[config.mk]
export PLATFORM = sky130hd
export DESIGN_NAME = axilite_noc_req_sched
export DESIGN_NICKNAME = d
export VERILOG_FILES = /design/src/rtl/axilite_noc_req_sched.sv
export SDC_FILE = /design/constraint.sdc
export NUM_CORES = 1
export LEC_CHECK = 0
export BUFFER_PORTS_ARGS = -buffer_cell sky130_fd_sc_hd__buf_2
export CAP_MARGIN = 25
export CORE_MARGIN = 2
export CORE_UTILIZATION = 54
export DETAILED_ROUTE_END_ITERATION = 7
export PLACE_DENSITY_LB_ADDON = 0.05
export SLEW_MARGIN = 40
export SYNTH_ARGS = -nofsm -noshare
export SYNTH_HDL_FRONTEND = slang
export SYNTH_SLANG_ARGS = --single-unit
[constraint.sdc]
create_clock -name clk -period 5.1 [get_ports clk]
set_input_delay 0.51 -clock clk [delete_from_list [all_inputs] [get_ports clk]]
set_output_delay 0.51 -clock clk [all_outputs]
set_load 0.05 [all_outputs]
[src/rtl/axilite_noc_req_sched.sv]
// axilite_noc_req_sched: round-robin scheduler between the AXI-Lite read-address channel and the
// write-address/write-data pair. Each grant is serialized into a Piton NC load (3 flits) or NC
// store (4 flits) packet. Per-direction outstanding credits keep the response FIFO from overflowing.
// Optional build macro: AXILITE_NOC_SCHED_STATS_EN enables the 16-bit issued-request counters.

// Piton NoC field layout, used only when the project-wide define header has not been included.
`ifndef NOC_DATA_WIDTH
`define NOC_DATA_WIDTH 64
`endif
`ifndef MSG_DST_CHIPID
`define MSG_DST_CHIPID 63:50
`define MSG_DST_X 49:42
`define MSG_DST_Y 41:34
`define MSG_DST_FBITS 33:30
`define MSG_LENGTH 29:22
`define MSG_TYPE 21:14
`define MSG_MSHRID 13:6
`endif
`ifndef MSG_ADDR
`define MSG_ADDR_WIDTH 48
`define MSG_ADDR 63:16
`define MSG_DATA_SIZE 15:13
`endif
`ifndef MSG_SRC_CHIPID
`define MSG_SRC_CHIPID 63:50
`define MSG_SRC_X 49:42
`define MSG_SRC_Y 41:34
`endif
`ifndef MSG_TYPE_NC_LOAD_REQ
`define MSG_TYPE_NC_LOAD_REQ 8'd14
`define MSG_TYPE_NC_STORE_REQ 8'd15
`endif
`ifndef MSG_DATA_SIZE_8B
`define MSG_DATA_SIZE_8B 3'b100
`endif

module axilite_noc_req_sched #(
  parameter int unsigned AXI_LITE_ADDR_WIDTH = 64,
  parameter int unsigned AXI_LITE_DATA_WIDTH = 64,
  parameter int unsigned MAX_OUTSTANDING     = 16,
  parameter logic [13:0] DST_CHIPID          = 14'd0,
  parameter logic [7:0]  DST_X               = 8'd0,
  parameter logic [7:0]  DST_Y               = 8'd0,
  parameter logic [3:0]  DST_FBITS           = 4'b0,
  parameter logic [13:0] SRC_CHIPID          = 14'd0,
  parameter logic [7:0]  SRC_X               = 8'd0,
  parameter logic [7:0]  SRC_Y               = 8'd0
) (
  input  logic                             clk,
  input  logic                             rst_n,
  input  logic [AXI_LITE_ADDR_WIDTH-1:0]   s_axi_araddr,
  input  logic                             s_axi_arvalid,
  output logic                             s_axi_arready,
  input  logic [AXI_LITE_ADDR_WIDTH-1:0]   s_axi_awaddr,
  input  logic                             s_axi_awvalid,
  output logic                             s_axi_awready,
  input  logic [AXI_LITE_DATA_WIDTH-1:0]   s_axi_wdata,
  input  logic [AXI_LITE_DATA_WIDTH/8-1:0] s_axi_wstrb,
  input  logic                             s_axi_wvalid,
  output logic                             s_axi_wready,
  input  logic                             rd_resp_done,
  input  logic                             wr_resp_done,
  output logic                             noc_valid_out,
  output logic [`NOC_DATA_WIDTH-1:0]       noc_data_out,
  input  logic                             noc_ready_in,
  output logic                             err_partial_wr,
  output logic [15:0]                      rd_issue_count,
  output logic [15:0]                      wr_issue_count
);

  localparam int unsigned CntW = $clog2(MAX_OUTSTANDING + 1);
  localparam logic [CntW-1:0] MaxCnt = CntW'(MAX_OUTSTANDING);
  localparam int unsigned AddrW = `MSG_ADDR_WIDTH;

  typedef enum logic [2:0] {StIdle, StHdr0, StHdr1, StHdr2, StData} state_e;

  state_e                          state_q;
  logic                            rr_wr_q;     // 0: read wins a tie, 1: write wins a tie
  logic [7:0]                      tag_q;
  logic [CntW-1:0]                 rd_out_q, rd_out_d;
  logic [CntW-1:0]                 wr_out_q, wr_out_d;
  logic [AddrW-1:0]                addr_q;
  logic [AXI_LITE_DATA_WIDTH-1:0]  wdata_q;
  logic                            is_store_q;
  logic                            err_q;
  logic                            noc_valid_q;
  logic [`NOC_DATA_WIDTH-1:0]      noc_data_q;

  logic rd_elig, wr_elig, grant_rd, grant_wr, rd_hs, wr_hs, flit_adv, rd_dec, wr_dec;
  logic [`NOC_DATA_WIDTH-1:0] hdr0, hdr1, hdr2;

  // Address bits above the NoC address width are intentionally dropped.
  logic unused_addr_bits;
  assign unused_addr_bits = ^{s_axi_araddr, s_axi_awaddr};

  // Eligibility, round-robin grant and combinational readies (only in IDLE, only out of reset).
  always_comb begin
    rd_elig  = s_axi_arvalid && (rd_out_q < MaxCnt);
    wr_elig  = s_axi_awvalid && s_axi_wvalid && (wr_out_q < MaxCnt);
    grant_rd = rd_elig && (!wr_elig || !rr_wr_q);
    grant_wr = wr_elig && (!rd_elig || rr_wr_q);
    s_axi_arready = rst_n && (state_q == StIdle) && grant_rd;
    s_axi_awready = rst_n && (state_q == StIdle) && grant_wr;
    s_axi_wready  = s_axi_awready;
    rd_hs    = s_axi_arready;
    wr_hs    = s_axi_awready;
    flit_adv = noc_valid_q && noc_ready_in;
  end

  // Outstanding credit counters; a done pulse with nothing outstanding is dropped.
  always_comb begin
    rd_dec   = rd_resp_done && (rd_out_q != '0);
    wr_dec   = wr_resp_done && (wr_out_q != '0);
    rd_out_d = rd_out_q;
    wr_out_d = wr_out_q;
    if (rd_hs && !rd_dec) rd_out_d = rd_out_q + CntW'(1);
    if (!rd_hs && rd_dec) rd_out_d = rd_out_q - CntW'(1);
    if (wr_hs && !wr_dec) wr_out_d = wr_out_q + CntW'(1);
    if (!wr_hs && wr_dec) wr_out_d = wr_out_q - CntW'(1);
  end

  // Header flit images; hdr0 is built from the request being handshaken this cycle.
  always_comb begin
    hdr0 = '0;
    hdr0[`MSG_DST_CHIPID] = DST_CHIPID;
    hdr0[`MSG_DST_X]      = DST_X;
    hdr0[`MSG_DST_Y]      = DST_Y;
    hdr0[`MSG_DST_FBITS]  = DST_FBITS;
    hdr0[`MSG_LENGTH]     = wr_hs ? 8'd3 : 8'd2;
    hdr0[`MSG_TYPE]       = wr_hs ? `MSG_TYPE_NC_STORE_REQ : `MSG_TYPE_NC_LOAD_REQ;
    hdr0[`MSG_MSHRID]     = tag_q;
    hdr1 = '0;
    hdr1[`MSG_ADDR]       = addr_q;
    hdr1[`MSG_DATA_SIZE]  = `MSG_DATA_SIZE_8B;
    hdr2 = '0;
    hdr2[`MSG_SRC_CHIPID] = SRC_CHIPID;
    hdr2[`MSG_SRC_X]      = SRC_X;
    hdr2[`MSG_SRC_Y]      = SRC_Y;
  end

  // Packet FSM with registered flit outputs, request capture, tag, credits and error flag.
  always_ff @(posedge clk) begin
    if (!rst_n) begin
      state_q     <= StIdle;
      rr_wr_q     <= 1'b0;
      tag_q       <= '0;
      rd_out_q    <= '0;
      wr_out_q    <= '0;
      addr_q      <= '0;
      wdata_q     <= '0;
      is_store_q  <= 1'b0;
      err_q       <= 1'b0;
      noc_valid_q <= 1'b0;
      noc_data_q  <= '0;
    end else begin
      rd_out_q <= rd_out_d;
      wr_out_q <= wr_out_d;
      unique case (state_q)
        StIdle: begin
          if (rd_hs || wr_hs) begin
            state_q     <= StHdr0;
            noc_valid_q <= 1'b1;
            noc_data_q  <= hdr0;
            addr_q      <= wr_hs ? s_axi_awaddr[AddrW-1:0] : s_axi_araddr[AddrW-1:0];
            is_store_q  <= wr_hs;
            tag_q       <= tag_q + 8'd1;
            rr_wr_q     <= rd_hs;
            if (wr_hs) wdata_q <= s_axi_wdata;
            if (wr_hs && (s_axi_wstrb != '1)) err_q <= 1'b1;
          end
        end
        StHdr0: begin
          if (flit_adv) begin
            state_q    <= StHdr1;
            noc_data_q <= hdr1;
          end
        end
        StHdr1: begin
          if (flit_adv) begin
            state_q    <= StHdr2;
            noc_data_q <= hdr2;
          end
        end
        StHdr2: begin
          if (flit_adv) begin
            if (is_store_q) begin
              state_q    <= StData;
              noc_data_q <= wdata_q;
            end else begin
              state_q     <= StIdle;
              noc_valid_q <= 1'b0;
            end
          end
        end
        StData: begin
          if (flit_adv) begin
            state_q     <= StIdle;
            noc_valid_q <= 1'b0;
          end
        end
        default: state_q <= StIdle;
      endcase
    end
  end

  assign noc_valid_out  = noc_valid_q;
  assign noc_data_out   = noc_data_q;
  assign err_partial_wr = err_q;

`ifdef AXILITE_NOC_SCHED_STATS_EN
  logic [15:0] rd_cnt_q, wr_cnt_q;

  // Free-running issued-request counters, wrapping at 16 bits.
  always_ff @(posedge clk) begin
    if (!rst_n) begin
      rd_cnt_q <= '0;
      wr_cnt_q <= '0;
    end else begin
      if (rd_hs) rd_cnt_q <= rd_cnt_q + 16'd1;
      if (wr_hs) wr_cnt_q <= wr_cnt_q + 16'd1;
    end
  end

  assign rd_issue_count = rd_cnt_q;
  assign wr_issue_count = wr_cnt_q;
`else
  assign rd_issue_count = 16'd0;
  assign wr_issue_count = 16'd0;
`endif

endmodule

* Yosys cells after proc, flatten, opt, wreduce, memory -nomap -nowiden
Index checks and enable logic that the tools add are counted. Widths: inputs -> output; s select.
Cells by class: equality and inequality tests 12, magnitude comparators 2, reductions and logical operators 39, muxes and demuxes 25, add/subtract/negate cells 5
Operators by type and width (number):
- $mux 64 | 5
- $pmux 64 s4 | 1
- $mux 48 | 1
- $mux 5 | 4
- $mux 3 | 6
- $logic_and 1x1->1 | 16
- $pmux 3 s5 | 1
- $ne 2x2->1 const B | 6
- $add 5x1->5 const B | 2
- $lt 5x5->1 const B | 2
- $reduce_and 5->1 | 2
- $reduce_bool 5->1 | 2
- $sub 5x1->5 const B | 2
- $add 8x1->8 const B | 1
- $ne 8x8->1 const B | 1
- $logic_not 1->1 | 7
- $eq 3x2->1 const B | 2
- $mux 1 | 6
- $reduce_and 3->1 | 2
- $reduce_and 6->1 | 1
- $reduce_bool 2->1 | 2
- $reduce_bool 4->1 | 1
- $eq 3x1->1 const B | 1
- $eq 3x3->1 const B | 1
- 6 further kinds | 8
Word-level totals: register bits 201, output and inout port bits 101, logic and storage cells 94

* Depth between registers and ports, before layout
depth in word-level cells 9, gate-level depth with buffers 12, mapped depth without buffers 11

* Least setup slack after synthesis
No wires, ideal clock.
path type input port to flip-flop, from input rst_n, to register wr_out_q[4], arrival time 3204 ps, cell stages on the path 11, path buffers 2, library setup time 118 ps, slack 1778 ps, cell sequence or4b_4 or3_1 buf_2 buf_1 ha_1 ha_1 nor2b_1 o21ai_0 a21oi_1 or3b_2 mux2i_1
Between the ends: cells in the longest elaborated chain, start to end 5, elaborated cells on any way between the ends 7, those cells by class 1 x mux; 6 x reduce/logical
RTL lines:
- from (decl) | RTL line 50 | input logic rst_n,
- $logic_and 1x1->1 (2 in series) | RTL line 103 | s_axi_awready = rst_n && (state_q == StIdle) && grant_wr;
- $logic_not 1->1 | RTL line 119 | if (!wr_hs && wr_dec) wr_out_d = wr_out_q - CntW'(1);
- $logic_and 1x1->1 | RTL line 119
- $mux 5 / $reduce_bool 2->1 (equally long branches)
- to (signal assigned) | RTL line 157 | wr_out_q <= wr_out_d;
- to (decl) | RTL line 81 | logic [CntW-1:0] wr_out_q, wr_out_d;
Parallel ways exist; a longest one is shown, timed or not. A chain may end at the register's enable or synchronous reset.

* Final worst setup path
from register state_q[2], to output s_axi_awready
Between the ends: cells in the longest elaborated chain, start to end 3
RTL lines:
- from (decl) | RTL line 77 | state_e state_q;
- from (signal assigned) | RTL line 144 | state_q <= StIdle;
- from (signal assigned) | RTL line 161 | state_q <= StHdr0;
- from (signal assigned) | RTL line 174 | state_q <= StHdr1;
- $logic_not 3->1 | RTL line 103
- $logic_and 1x1->1 (2 in series) | RTL line 103
- to (decl) | RTL line 56 | output logic s_axi_awready,
No other way between the ends.

==> metrics.yaml <==
run_status:
  status: "finished, final reports clean"
timing:
  worst_pin_slew_ps: 798
  setup_slack_ps: 1370
  final_max_slew_viol_count: 0
  final.setup.tns_ps: 0
  rsz0062_at_grt: "no"
  max_slew_margin_pct: 46.8
  fmax_mhz: 268
  period_share_pct: 73.1
  period_minus_slack_ps: 3730
  finalSetupViolCount: 0
  hold_violations: 0
  fin_skew_ps: 16.4
power_and_ir_drop:
  p_leak_nw: 4.87
  p_seq_share_pct: 40.0
  clkPwrFrac_pct: 33.9
  power_mw: 4.70
  comb_power_share_pct: 26.1
  ir_drop_uv: 280
  internal-power_mw: 3.10
  p_sw_mw: 1.59
  p_sw_share_pct: 33.9
  power.density_mw_per_mm2: 448
logic_synthesis:
  synth_edf_count: 0
  yosys.area_share.adder_pct: 1.77
  synth-simple-area-share_pct: 26.8
  netlist_top_cells_area: "dfxtp_1 47%, nand2_1 11%, a221oi_1 5.3%"
  synth_top_area_share_pct: 46.7
  yosysSeqAreaShare_pct: 46.7
  synth_compound_area_share_pct: 14.9
  syn_avg_cell_area_um2: 8.15
  synth-main-ff-cell: "dfxtp_1"
  synth_xor_area_share_pct: 1.42
  synth_area_mm2: 0.00862
  yosysTopAreaCell: "dfxtp_1"
  synth_cells: 1057
  yosysUniqueCellTypes: 43
  muxShareOfSynthArea_pct: 0.232
  synth_top_family_by_area: "simple AND/OR/NAND/NOR gates"
  yosysWarningCount: 0
  ys_ff_latch: 201
  async_reset_ff_share_pct: 0
setup_path:
  max_stage_delay_ps: 630
  arrival_ps: 3220
  critPathLaunch: "state_q[2]"
  r2r_start: "state_q[2]"
  startpoint_type: "flop"
  cp_cell_sequence: "or4b_4 > or3_4 > clkinv_2 > buf_2"
  cp_slowest_cell: "or4b_4"
  endpoint_kind: "output port"
  crit_type: "flop to output port"
  cp.required_ps: 4590
  worst-path-max-fanout: 47
finish:
  final_common_cell: "nand2_1"
  nets: 1465
  fillers: 1420
  drive_gt1_share_pct: 24.2
  mostFrequentLayoutCells: "255 x nand2_1, 243 x buf_2, 201 x dfxtp_1"
  area_growth_pct: 21.7
global_routing:
  grtUsageTotal_pct: 26.1
  overflow: 0
  antenna_found_initial: 4
  grt_pass1_vias: 7317
  grt_pass1_wl_um: 36000
  grt_max_degree: 112
route:
  viasPerCell: 5.40
  first_pass_iters: 5
  drt_iter0_drc: 498
  wirelength_um: 23100
  vias: 7999
  ant_nets: 0
  drc: 0
  wire_per_inst_um: 15.6
run:
  maxCapViolations: 0
clock_network:
  numCtsBuffers: 22
  clock_latency_ps: 500
  hold_buffers: 0
  cts-root-buf: "clkbuf_16"
  clk_path_buf_depth: 3
  cts_tree: "yes"
  cts.sinks: 201
  cts_setup_buffers: 0
  cts_max_level: 1
  cts_resized: 0
  clk_pin_slew_ps: 60
worst_hold_path:
  hold_class: "input port to flop"
  worstHoldStart: "s_axi_wdata[34]"
floorplan:
  dieArea_mm2: 0.0170
  initial_core_util_pct: 54.8
  coreArea_mm2: 0.0157
  io_pins: 309
  die-width_um: 130
  rows: 46
  die_y_um: 130
place:
  dp_hpwl_um: 14100
  portBuffers: 244
  dp_slack_ps: 1520
  place_congestion: 0.817
layout make-up:
type                       instances  area, um^2  share of cell area, %
clock inverter                    10        77.6                  0.740
antenna                            3        7.51                 0.0716
sequential                       201        4020                   38.4
clock buffer                      30         662                   6.31
timing repair buffer             255        1340                   12.8
multi-input combinational        753        4050                   38.7
tap                              216         270                   2.58
inverter                          13        50.0                  0.477
state kept, by name, indices dropped and copies added, names as in the netlist:
register        flops
rd_out_q            5
rr_wr_q             1
noc_valid_out       1
state_q             3
is_store_q          1
tag_q               8
wdata_q            64
wr_out_q            5
addr_q             48
noc_data_out       64
err_partial_wr      1
metal layers:
metal | wire (um) | vias up | global-route usage (%) | share of wire [%]
li1 | - | 3952 | - | -
met1 | 9910 | 3754 | 34.4 | 43
met2 | 11000 | 251 | 43.3 | 48
met3 | 1650 | 40 | 5.86 | 7.2
met4 | 460 | 2 | 7.40 | 2.0
met5 | 11 | - | 0 | 0.048
kinds of logic after synthesis:
| logic type | count (synthesis) |
|---|---|
| AO/OA/AOI/OAI | 193 |
| XOR/XNOR | 14 |
| adder cells (fa/ha/maj) | 11 |
| buffers and inverters | 134 |
| flip-flops | 201 |
| multiplexers | 2 |
| other | 1 |
| AND/OR/NAND/NOR | 501 |
worst max-delay path, delay by kind of cell (launching register included):
kind,cells,cell delay (ps)
and+or+nand+nor,2,1260
buffers and inverters,2,1000
DFF,1,440
power by group through the flow:
stage	Clock (mW)	Combinational [mW]	Sequential [mW]
4_1_cts	1.61	1.23	1.88
2_1_floorplan	0	0.673	2.16
3_5_place_dp	0	1.22	1.91
5_1_grt	1.67	1.35	1.90
3_3_place_gp	0	1.20	1.91
6_report	1.59	1.22	1.88
worst paths after layout:
check                                      to  slack [ps]  cells after the start
worst max-delay path            s_axi_awready        1370                      4
worst min-delay path              wdata_q[34]         190                      3
worst max register to register    wr_out_q[4]        1550                      9
worst min register to register    wdata_q[36]         450                      2
synth_stat cells, drive strengths merged, types with 2 or more instances:
cell type,count
buf,70
o21ai,60
inv,13
nor3,4
nor3b,57
nand3,79
clkbuf,51
xnor2,7
ha,9
mux2i,2
a221oi,52
a31oi,48
or4,2
nand2b,5
nand2,255
a21o,3
nor2,69
o21a,4
a21boi,7
nand4,7
a21oi,11
and2,14
fa,2
nor2b,3
xor2,7
dfxtp,201
o211a,2
or3b,2
stage by stage:
| stage | utilization, % | cells | area [um^2] | hold WS [ps] |
|---|---|---|---|---|
| 2_1_floorplan | - | 1088 | 8730 | 434 |
| 3_3_place_gp | 61.8 | 1437 | 9710 | 442 |
| 3_5_place_dp | 61.8 | 1437 | 9710 | 444 |
| 4_1_cts | 66.5 | 1477 | 10500 | 175 |
| 5_1_grt | 66.7 | 1480 | 10500 | 190 |
| 6_report | 66.7 | 1481 | 10500 | 191 |
(Power assumes the default switching activity.)
